<file path="src/rtl/neuron_writeback.sv">
// Write-back stage between the MAC core and the neuron RAM write port: rescales,
// rectifies and saturates each finished sum, buffers it, then commits it to RAM.
`timescale 1ns/1ps

module neuron_writeback #(
  parameter int ACC_W = 16,
  parameter int SHIFT = 4,
  parameter int DEPTH = 4
) (
  input  logic             clk,
  input  logic             reset,
  input  logic             start,
  input  logic [7:0]       write_base,
  input  logic [7:0]       num_neurons,
  input  logic             acc_valid,
  input  logic [ACC_W-1:0] acc_data,
  output logic             acc_ready,
  input  logic             hold,
  output logic [7:0]       wr_addr,
  output logic [7:0]       wr_data,
  output logic             wre,
  output logic             busy,
  output logic             done
);

  localparam int PW = (DEPTH > 1) ? $clog2(DEPTH) : 1;
  localparam int CW = PW + 1;
  localparam logic signed [ACC_W-1:0] SAT_MAX = ACC_W'(127);

  typedef enum logic [1:0] {
    IDLE,
    RUN,
    DRAIN,
    DONE
  } state_t;

  state_t state;
  state_t state_next;

  logic [7:0]    base_q;
  logic [7:0]    num_q;
  logic [7:0]    accepted;
  logic [7:0]    written;

  logic [7:0]    fifo_mem [DEPTH];
  logic [PW-1:0] rd_ptr;
  logic [PW-1:0] wr_ptr;
  logic [CW-1:0] occupancy;
  logic          fifo_full;
  logic          fifo_empty;

  logic          push;
  logic          pop;
  logic signed [ACC_W-1:0] shifted;
  logic [7:0]    act_value;

  assign fifo_full  = (occupancy == CW'(DEPTH));
  assign fifo_empty = (occupancy == '0);

  // Activation: arithmetic rescale, then clamp into 0..127 before the value is queued.
  always_comb begin
    shifted   = $signed(acc_data) >>> SHIFT;
    act_value = 8'd0;
    if (shifted[ACC_W-1]) begin
      act_value = 8'd0;
    end else if (shifted > SAT_MAX) begin
      act_value = 8'd127;
    end else begin
      act_value = shifted[7:0];
    end
  end

  assign push = acc_valid && acc_ready;
  assign pop  = ((state == RUN) || (state == DRAIN)) && !fifo_empty && !hold;

  always_ff @(posedge clk) begin
    if (reset) begin
      state <= IDLE;
    end else begin
      state <= state_next;
    end
  end

  // A zero-length layer skips straight to DONE; DRAIN waits until the final write has been issued.
  always_comb begin
    state_next = state;
    case (state)
      IDLE: begin
        if (start) begin
          state_next = (num_neurons == 8'd0) ? DONE : RUN;
        end
      end
      RUN: begin
        if (push && ((accepted + 8'd1) == num_q)) begin
          state_next = DRAIN;
        end
      end
      DRAIN: begin
        if (written == num_q) begin
          state_next = DONE;
        end
      end
      DONE: begin
        state_next = IDLE;
      end
      default: begin
        state_next = IDLE;
      end
    endcase
  end

  // Ready is derived from registered state only, so a pop in the same cycle never reopens a full FIFO.
  always_comb begin
    acc_ready = 1'b0;
    busy      = 1'b0;
    done      = 1'b0;
    case (state)
      RUN: begin
        acc_ready = !fifo_full && (accepted < num_q);
        busy      = 1'b1;
      end
      DRAIN: begin
        busy = 1'b1;
      end
      DONE: begin
        done = 1'b1;
      end
      default: begin
        acc_ready = 1'b0;
      end
    endcase
  end

  always_ff @(posedge clk) begin
    if (reset) begin
      base_q   <= 8'd0;
      num_q    <= 8'd0;
      accepted <= 8'd0;
      written  <= 8'd0;
    end else if ((state == IDLE) && start) begin
      base_q   <= write_base;
      num_q    <= num_neurons;
      accepted <= 8'd0;
      written  <= 8'd0;
    end else begin
      if (push) begin
        accepted <= accepted + 8'd1;
      end
      if (pop) begin
        written <= written + 8'd1;
      end
    end
  end

  always_ff @(posedge clk) begin
    if (reset) begin
      rd_ptr    <= '0;
      wr_ptr    <= '0;
      occupancy <= '0;
    end else begin
      if (push) begin
        wr_ptr <= wr_ptr + 1'b1;
      end
      if (pop) begin
        rd_ptr <= rd_ptr + 1'b1;
      end
      case ({push, pop})
        2'b10:   occupancy <= occupancy + 1'b1;
        2'b01:   occupancy <= occupancy - 1'b1;
        default: occupancy <= occupancy;
      endcase
    end
  end

  always_ff @(posedge clk) begin
    if (push) begin
      fifo_mem[wr_ptr] <= act_value;
    end
  end

  // Address and data are only updated on an actual write, so they hold between writes.
  always_ff @(posedge clk) begin
    if (reset) begin
      wre     <= 1'b0;
      wr_addr <= 8'd0;
      wr_data <= 8'd0;
    end else begin
      wre <= pop;
      if (pop) begin
        wr_addr <= base_q + written;
        wr_data <= fifo_mem[rd_ptr];
      end
    end
  end

endmodule
</file>
<file path="config.mk">
export PLATFORM = sky130hd
export DESIGN_NAME = neuron_writeback
export DESIGN_NICKNAME = d
export VERILOG_FILES = /design/src/rtl/neuron_writeback.sv
export SDC_FILE = /design/constraint.sdc
export NUM_CORES = 1
export LEC_CHECK = 0
export BUFFER_PORTS_ARGS = -buffer_cell sky130_fd_sc_hd__buf_2
export CORE_MARGIN = 2
export CORE_UTILIZATION = 45
export DETAILED_ROUTE_END_ITERATION = 16
export PLACE_DENSITY = 0.69
export SYNTH_ARGS = -nofsm -noshare
export SYNTH_HDL_FRONTEND = slang
export SYNTH_SLANG_ARGS = --single-unit
</file>
<file path="constraint.sdc">
create_clock -name clk -period 5.9 [get_ports clk]
set_input_delay 0.295 -clock clk [delete_from_list [all_inputs] [get_ports clk]]
set_output_delay 0.295 -clock clk [all_outputs]
set_load 0.01 [all_outputs]
</file>
; Yosys cells after proc, flatten, opt, wreduce, memory -nomap -nowiden
; Memory sizes are Yosys's and may differ from the RTL's. A register that Yosys moved wholly into a read port is not among the register bits.
; Cells that the tools add are included.
[classes]
addsub = 7
order_cmp = 2
muxes = 13
n_reduce_logical = 17
eq_ne = 11
[op_table]
columns = operator, count
row1 = $add A8 B1 Y8 const B, 2
row2 = $eq A8 B8 Y1, 2
row3 = $mux W8, 2
row4 = $gt A12 B8 Y1 const B, 1
row5 = $add A8 B8 Y8, 1
row6 = $logic_not A8 Y1, 1
row7 = $lt A8 B8 Y1, 1
row8 = $mux W2, 4
row9 = $pmux W2 S4, 1
row10 = $eq A2 B2 Y1 const B, 3
row11 = $logic_and A1 B1 Y1, 6
row12 = $pmux W3 S2, 1
row13 = $mux W1, 5
row14 = $add A2 B1 Y2 const B, 2
row15 = $eq A2 B1 Y1 const B, 2
row16 = $ne A2 B1 Y1 const B, 2
row17 = $reduce_or A2 Y1, 2
row18 = $add A3 B1 Y3 const B, 1
row19 = $eq A3 B3 Y1 const B, 1
row20 = $logic_not A1 Y1, 3
row21 = $logic_not A3 Y1, 1
row22 = $reduce_and A3 Y1, 1
row23 = $sub A3 B1 Y3 const B, 1
row24 = $logic_not A2 Y1, 1
row25 = other kinds (3), 3
[word_totals]
reg_bits = 50
input_bits = 37
wordCells = 61
out_inout_bits = 20
memories = 1
mem_bits_rw = 32
[memory_table]
columns = name, words, word_bits, read_ports, rd_ports_with_merged_regs, write_ports, line_no
row1 = fifo_mem, 4, 8, 1, 1, 1, 45  ; logic [7:0] fifo_mem [DEPTH];

; Longest topological paths before layout
[depth]
ltp_word = 8
ltp_mapped = 13

; Worst setup path after synthesis
; Ideal clock, no wire load.
[synth_path]
kind = register -> register
startpoint = register state[0]
endpoint = register occupancy[2]
slack_ns = 3.242
t_arrival_ns = 2.588
period_less_slack_ns = 2.658
path_stages_with_launch = 12
required_time_ns = 5.830
path_cell_list = dfxtp_1 inv_1 ha_1 o311ai_2 clkinv_1 clkbuf_1 ha_1 inv_1 fa_1 xor2_1 or3_1 a21oi_1
[synth_via]
elab_chain_cells = 6
elab_cells_between_ends = 11
classes_between = eq/ne (4) / mux (2) / reduce/logical (5)
[synth_lines]
columns = element, line_no
row1 = start: declaration, 37  ; state_t state;
row2 = start signal: assignment, 80  ; state <= state_next;
row3 = $eq A2 B1 Y1 / $eq A2 B2 Y1 (equally long branches), 74  ; assign pop = ((state == RUN) || (state == DRAIN)) && !fifo_empty && !hold;
row4 = $logic_or A1 B1 Y1 (*), 74
row5 = $logic_and A1 B1 Y1 (*) (2 in a row), 74
row6 = via pop, 53  ; logic pop;
row7 = $eq A2 B1 Y1 / $eq A2 B2 Y1 (equally long branches), 167  ; case ({push, pop})
row8 = $pmux W3 S2 / $reduce_bool A2 Y1 (equally long branches), n/a
row9 = end signal: assignment, 168  ; 2'b10: occupancy <= occupancy + 1'b1;
row10 = end signal: assignment, 169  ; 2'b01: occupancy <= occupancy - 1'b1;
row11 = end signal: assignment, 170  ; default: occupancy <= occupancy;
row12 = end: declaration, 48  ; logic [CW-1:0] occupancy;
; The timed path passes the listed nets; every way through them passes the cells marked *.
; A chain may end at the register's enable or synchronous reset.

; Worst setup path in the final report
[layout_path]
startpoint = register num_q[5]
endpoint = register occupancy[2]
[layout_via]
elab_chain_cells = 6
elab_cells_between_ends = 8
classes_between = order compare (1) / eq/ne (2) / mux (2) / reduce/logical (3)
[layout_lines]
columns = element, line_no
row1 = start: declaration, 41  ; logic [7:0] num_q;
row2 = start signal: assignment, 142  ; num_q <= num_neurons;
row3 = $lt A8 B8 Y1 (*), 119  ; acc_ready = !fifo_full && (accepted < num_q);
row4 = $logic_and A1 B1 Y1 (*), 119
row5 = $mux W1 (*), 117  ; case (state)
row6 = $logic_and A1 B1 Y1 (*), 73  ; assign push = acc_valid && acc_ready;
row7 = $eq A2 B1 Y1 / $eq A2 B2 Y1 (equally long branches), 167
row8 = $pmux W3 S2 / $reduce_bool A2 Y1 (equally long branches), n/a
; Mark *: on every way between the ends. The rest lies on a longest branch, timed or not.

==> flow_summary_export.csv <==
group,metric,value,unit
outcome,status,"completed",
logic_synthesis,synth_warnings,0,
run,cap_viol_max_count,0,
grt,grt_pass1_wl,14.7,mm
critical_path,cp.arrival,3.65,ns
cts,root_buffer,"clkbuf_8",
grt,track_usage,0.180,
sta,final_hold_viol_count,0,
grt,grt_pass1_vias,3150,
grt,overflow,0,
critical_path,cpMostUsedCell,"inv_1",
power_and_ir_drop,leakagePower,1.89,nW
cells_and_area,fillers,898,
critical_path,r2r-start,"num_q[5]$_SDFFE_PP0P_",
critical_path,r2r_slack,2.53,ns
critical_path,path_cells,"inv_1, ha_1, o21a_1, o211ai_1, a21oi_1, nor2_2, inv_1, ha_1, inv_1, fa_1, xor2_1, or3_1, a21oi_1",
logic_synthesis,syn_inst,446,
drt,dr.pass1.iters,4,
logic_synthesis,synth_top_area_cell,"dfxtp_1",
logic_synthesis,netlist_top_cells_area,"dfxtp_1 26%, edfxtp_1 22%, ha_1 7.7%",
cells_and_area,nets,561,
critical_path,reg2reg_to,"occupancy[2]$_SDFFE_PP0P_",
logic_synthesis,yosysSeqAreaShare,0.484,
critical_path,endpoint,"occupancy[2]$_SDFFE_PP0P_",
logic_synthesis,synth_edf_count,32,
power_and_ir_drop,ir_drop,0.000128,V
place,dpl.cell_count,617,
cts,ctsResizeCount,0,
cts,cts_hold_buffers,0,
cells_and_area,final_cells,633,
floorplan,core_area,0.00959,mm2
cts,clkLatencyLatePin,0.36,ns
critical_path,crit_buf_inv,3,
sta,slew_headroom,0.389,
sta,setup_tns,0,ns
power_and_ir_drop,power.density,296,mW/mm2
logic_synthesis,post-synth-top-area-fraction,0.265,
logic_synthesis,netlist_area,0.00439,mm2
cells_and_area,final_cell_mix,"69 x nand2_1, 58 x dfxtp_1, 52 x buf_2, 39 x a21oi_1, 39 x nor2_1",
cts,h-tree-depth,3,
place,place_hpwl,6.27,mm
sta,fin_hold_ws,0.164,ns
critical_path,crit_type,"reg2reg",
sta,setup_viol,0,
cts,clockBufferDepth,2,
logic_synthesis,synth_ff_type,"dfxtp_1",
critical_path,startpoint_type,"flop",
floorplan,die-area,0.0106,mm2
floorplan,initial_utilization,0.457,
drt,wl_per_cell,13.9,um
sta,fin_crit_sh,0.571,
drt,drc,0,
sta,tightest_slew,0.916,ns
cts,cts_tree,"yes",
cts,cts_made_buffers,9,
sta,rsz0062_at_grt,"no",
critical_path,path_max_fanout,11,
floorplan,num_io_pins,57,
cells_and_area,syn_to_final_growth,12.6,%
floorplan,rows,36,
critical_path,path_depth,13,
critical_path,rr_worst_depth,13,
cells_and_area,drive_above_1_share,0.160,
place,place.gp.congestion,0.786,
floorplan,die_x,103,um
critical_path,critPathMaxStageDelay,0.71,ns
drt,viasPerCell,5.08,
floorplan,dieHeight,103,um
cells_and_area,antenna_cells,0,
cts,clock-sinks,90,
drt,vias,3218,
grt,grt_max_degree,44,
cells_and_area,final_common_cell,"nand2_1",
grt,grt_antenna_before_repair,0,
cts,clkSlewWorstSetupHoldPaths,0.10,ns
logic_synthesis,yosys_register_bits,90,
logic_synthesis,synth_async_sr_flop_share,0,
critical_path,cp-startpoint,"num_q[5]$_SDFFE_PP0P_",
critical_path,end_kind,"flop",
critical_path,crit_family,"compound AO/OA/AOI/OAI gates",
critical_path,crit_slowest_cell,"a21oi_1",
sta,fmax,297,MHz
drt,totalWireLength,8.81,mm
logic_synthesis,syn_avg_cell_area,9.83,um2
worst_hold_path,hold_class,"in2reg",
logic_synthesis,ys_types,46,
sta,drv_slew,0,
drt,drtIter0Drc,79,
sta,finClkSkew,0.0124,ns
sta,finalCriticalPeriod,3.37,ns
place,io_buffers,52,
cts,cts_setup_buffers,0,
drt,antenna_left,0,
critical_path,cp_data_required_time,6.18,ns
-- kinds of logic after synthesis --
family	after synthesis	share of synthesized area
flip-flops	90	0.484
other	1	0.000855
XOR/XNOR	37	0.0739
buffers and inverters	44	0.0377
adder cells (fa/ha/maj)	29	0.0862
AND/OR/NAND/NOR	162	0.170
multiplexers	9	0.0434
AO/OA/AOI/OAI	74	0.104
-- cell type report --
type	instances	area, um2	share of cell area
Sequential cell	90	2120	0.430
Multi-Input combinational cell	315	2110	0.427
Timing Repair Buffer	53	268	0.0542
Tap cell	133	166	0.0337
Clock buffer	11	131	0.0266
Inverter	26	97.6	0.0198
Clock inverter	5	41.3	0.00837
-- state kept, by name, indices dropped and copies added, names as in the netlist --
signal / cells
fifo_mem: 32
accepted: 8
base_q: 8
num_q: 8
wr_addr: 8
wr_data: 8
written: 8
occupancy: 3
rd_ptr: 2
state: 2
wr_ptr: 2
wre: 1
-- synth_stat cells (5+ instances only) --
master,number
nor2_1,39
nor2b_1,5
inv_1,25
mux4_2,8
nor3_1,8
xor2_1,21
nand2_1,69
clkbuf_1,18
edfxtp_1,32
o21ai_0,9
nand2b_1,6
nor4_1,5
ha_1,27
a21oi_1,39
xnor2_1,16
dfxtp_1,58
and2_1,6
-- power by group --
| part | internal (mW) | switching [mW] | total [mW] |
|---|---|---|---|
| Combinational | 0.139 | 0.214 | 0.353 |
| Clock | 0.157 | 0.226 | 0.383 |
| Sequential | 0.687 | 0.0400 | 0.727 |
| Total | 0.983 | 0.480 | 1.46 |
-- worst min-delay path, delay by kind of cell --
family	cells	cell delay (ns)
buffers and inverters	1	0.10
and+or+nand+nor	1	0.05
AOI/OAI and AO/OA	1	0.05
-- layer usage --
metal | track usage | vias to the layer above | routed length (um)
li1 | - | 1630 | -
met1 | 0.227 | 1531 | 4110
met2 | 0.309 | 51 | 4280
met3 | 0.0461 | 6 | 332
met4 | 0.0503 | 0 | 87
met5 | 0 | - | 0
-- worst min-delay path by stage --
| stage | start | end | slack, ns | depth (start not counted) |
|---|---|---|---|---|
| after floorplan | write_base[0] | base_q[0]$_SDFFE_PP0P_ | 0.43 | 2 |
| after global placement | wr_addr[2]$_SDFFE_PP0P_ | wr_addr[2]$_SDFFE_PP0P_ | 0.44 | 2 |
| after detailed placement | wr_addr[4]$_SDFFE_PP0P_ | wr_addr[4]$_SDFFE_PP0P_ | 0.44 | 2 |
| after CTS | write_base[0] | base_q[0]$_SDFFE_PP0P_ | 0.16 | 3 |
| after global routing | write_base[4] | base_q[4]$_SDFFE_PP0P_ | 0.16 | 3 |
| final | write_base[0] | base_q[0]$_SDFFE_PP0P_ | 0.16 | 3 |
-- through the flow --
| stage | power [mW] | worst slack (ns) | utilization | cell area, um2 |
|---|---|---|---|---|
| after floorplan | 0.995 | 3.24 | - | 4400 |
| after global placement | 1.08 | 2.61 | 0.496 | 4760 |
| after detailed placement | 1.10 | 2.56 | 0.496 | 4760 |
| after CTS | 1.48 | 2.53 | 0.514 | 4940 |
| after global routing | 1.56 | 2.15 | 0.514 | 4940 |
| final | 1.46 | 2.53 | 0.514 | 4940 |
No activity file was read; power rests on OpenSTA's default activity.
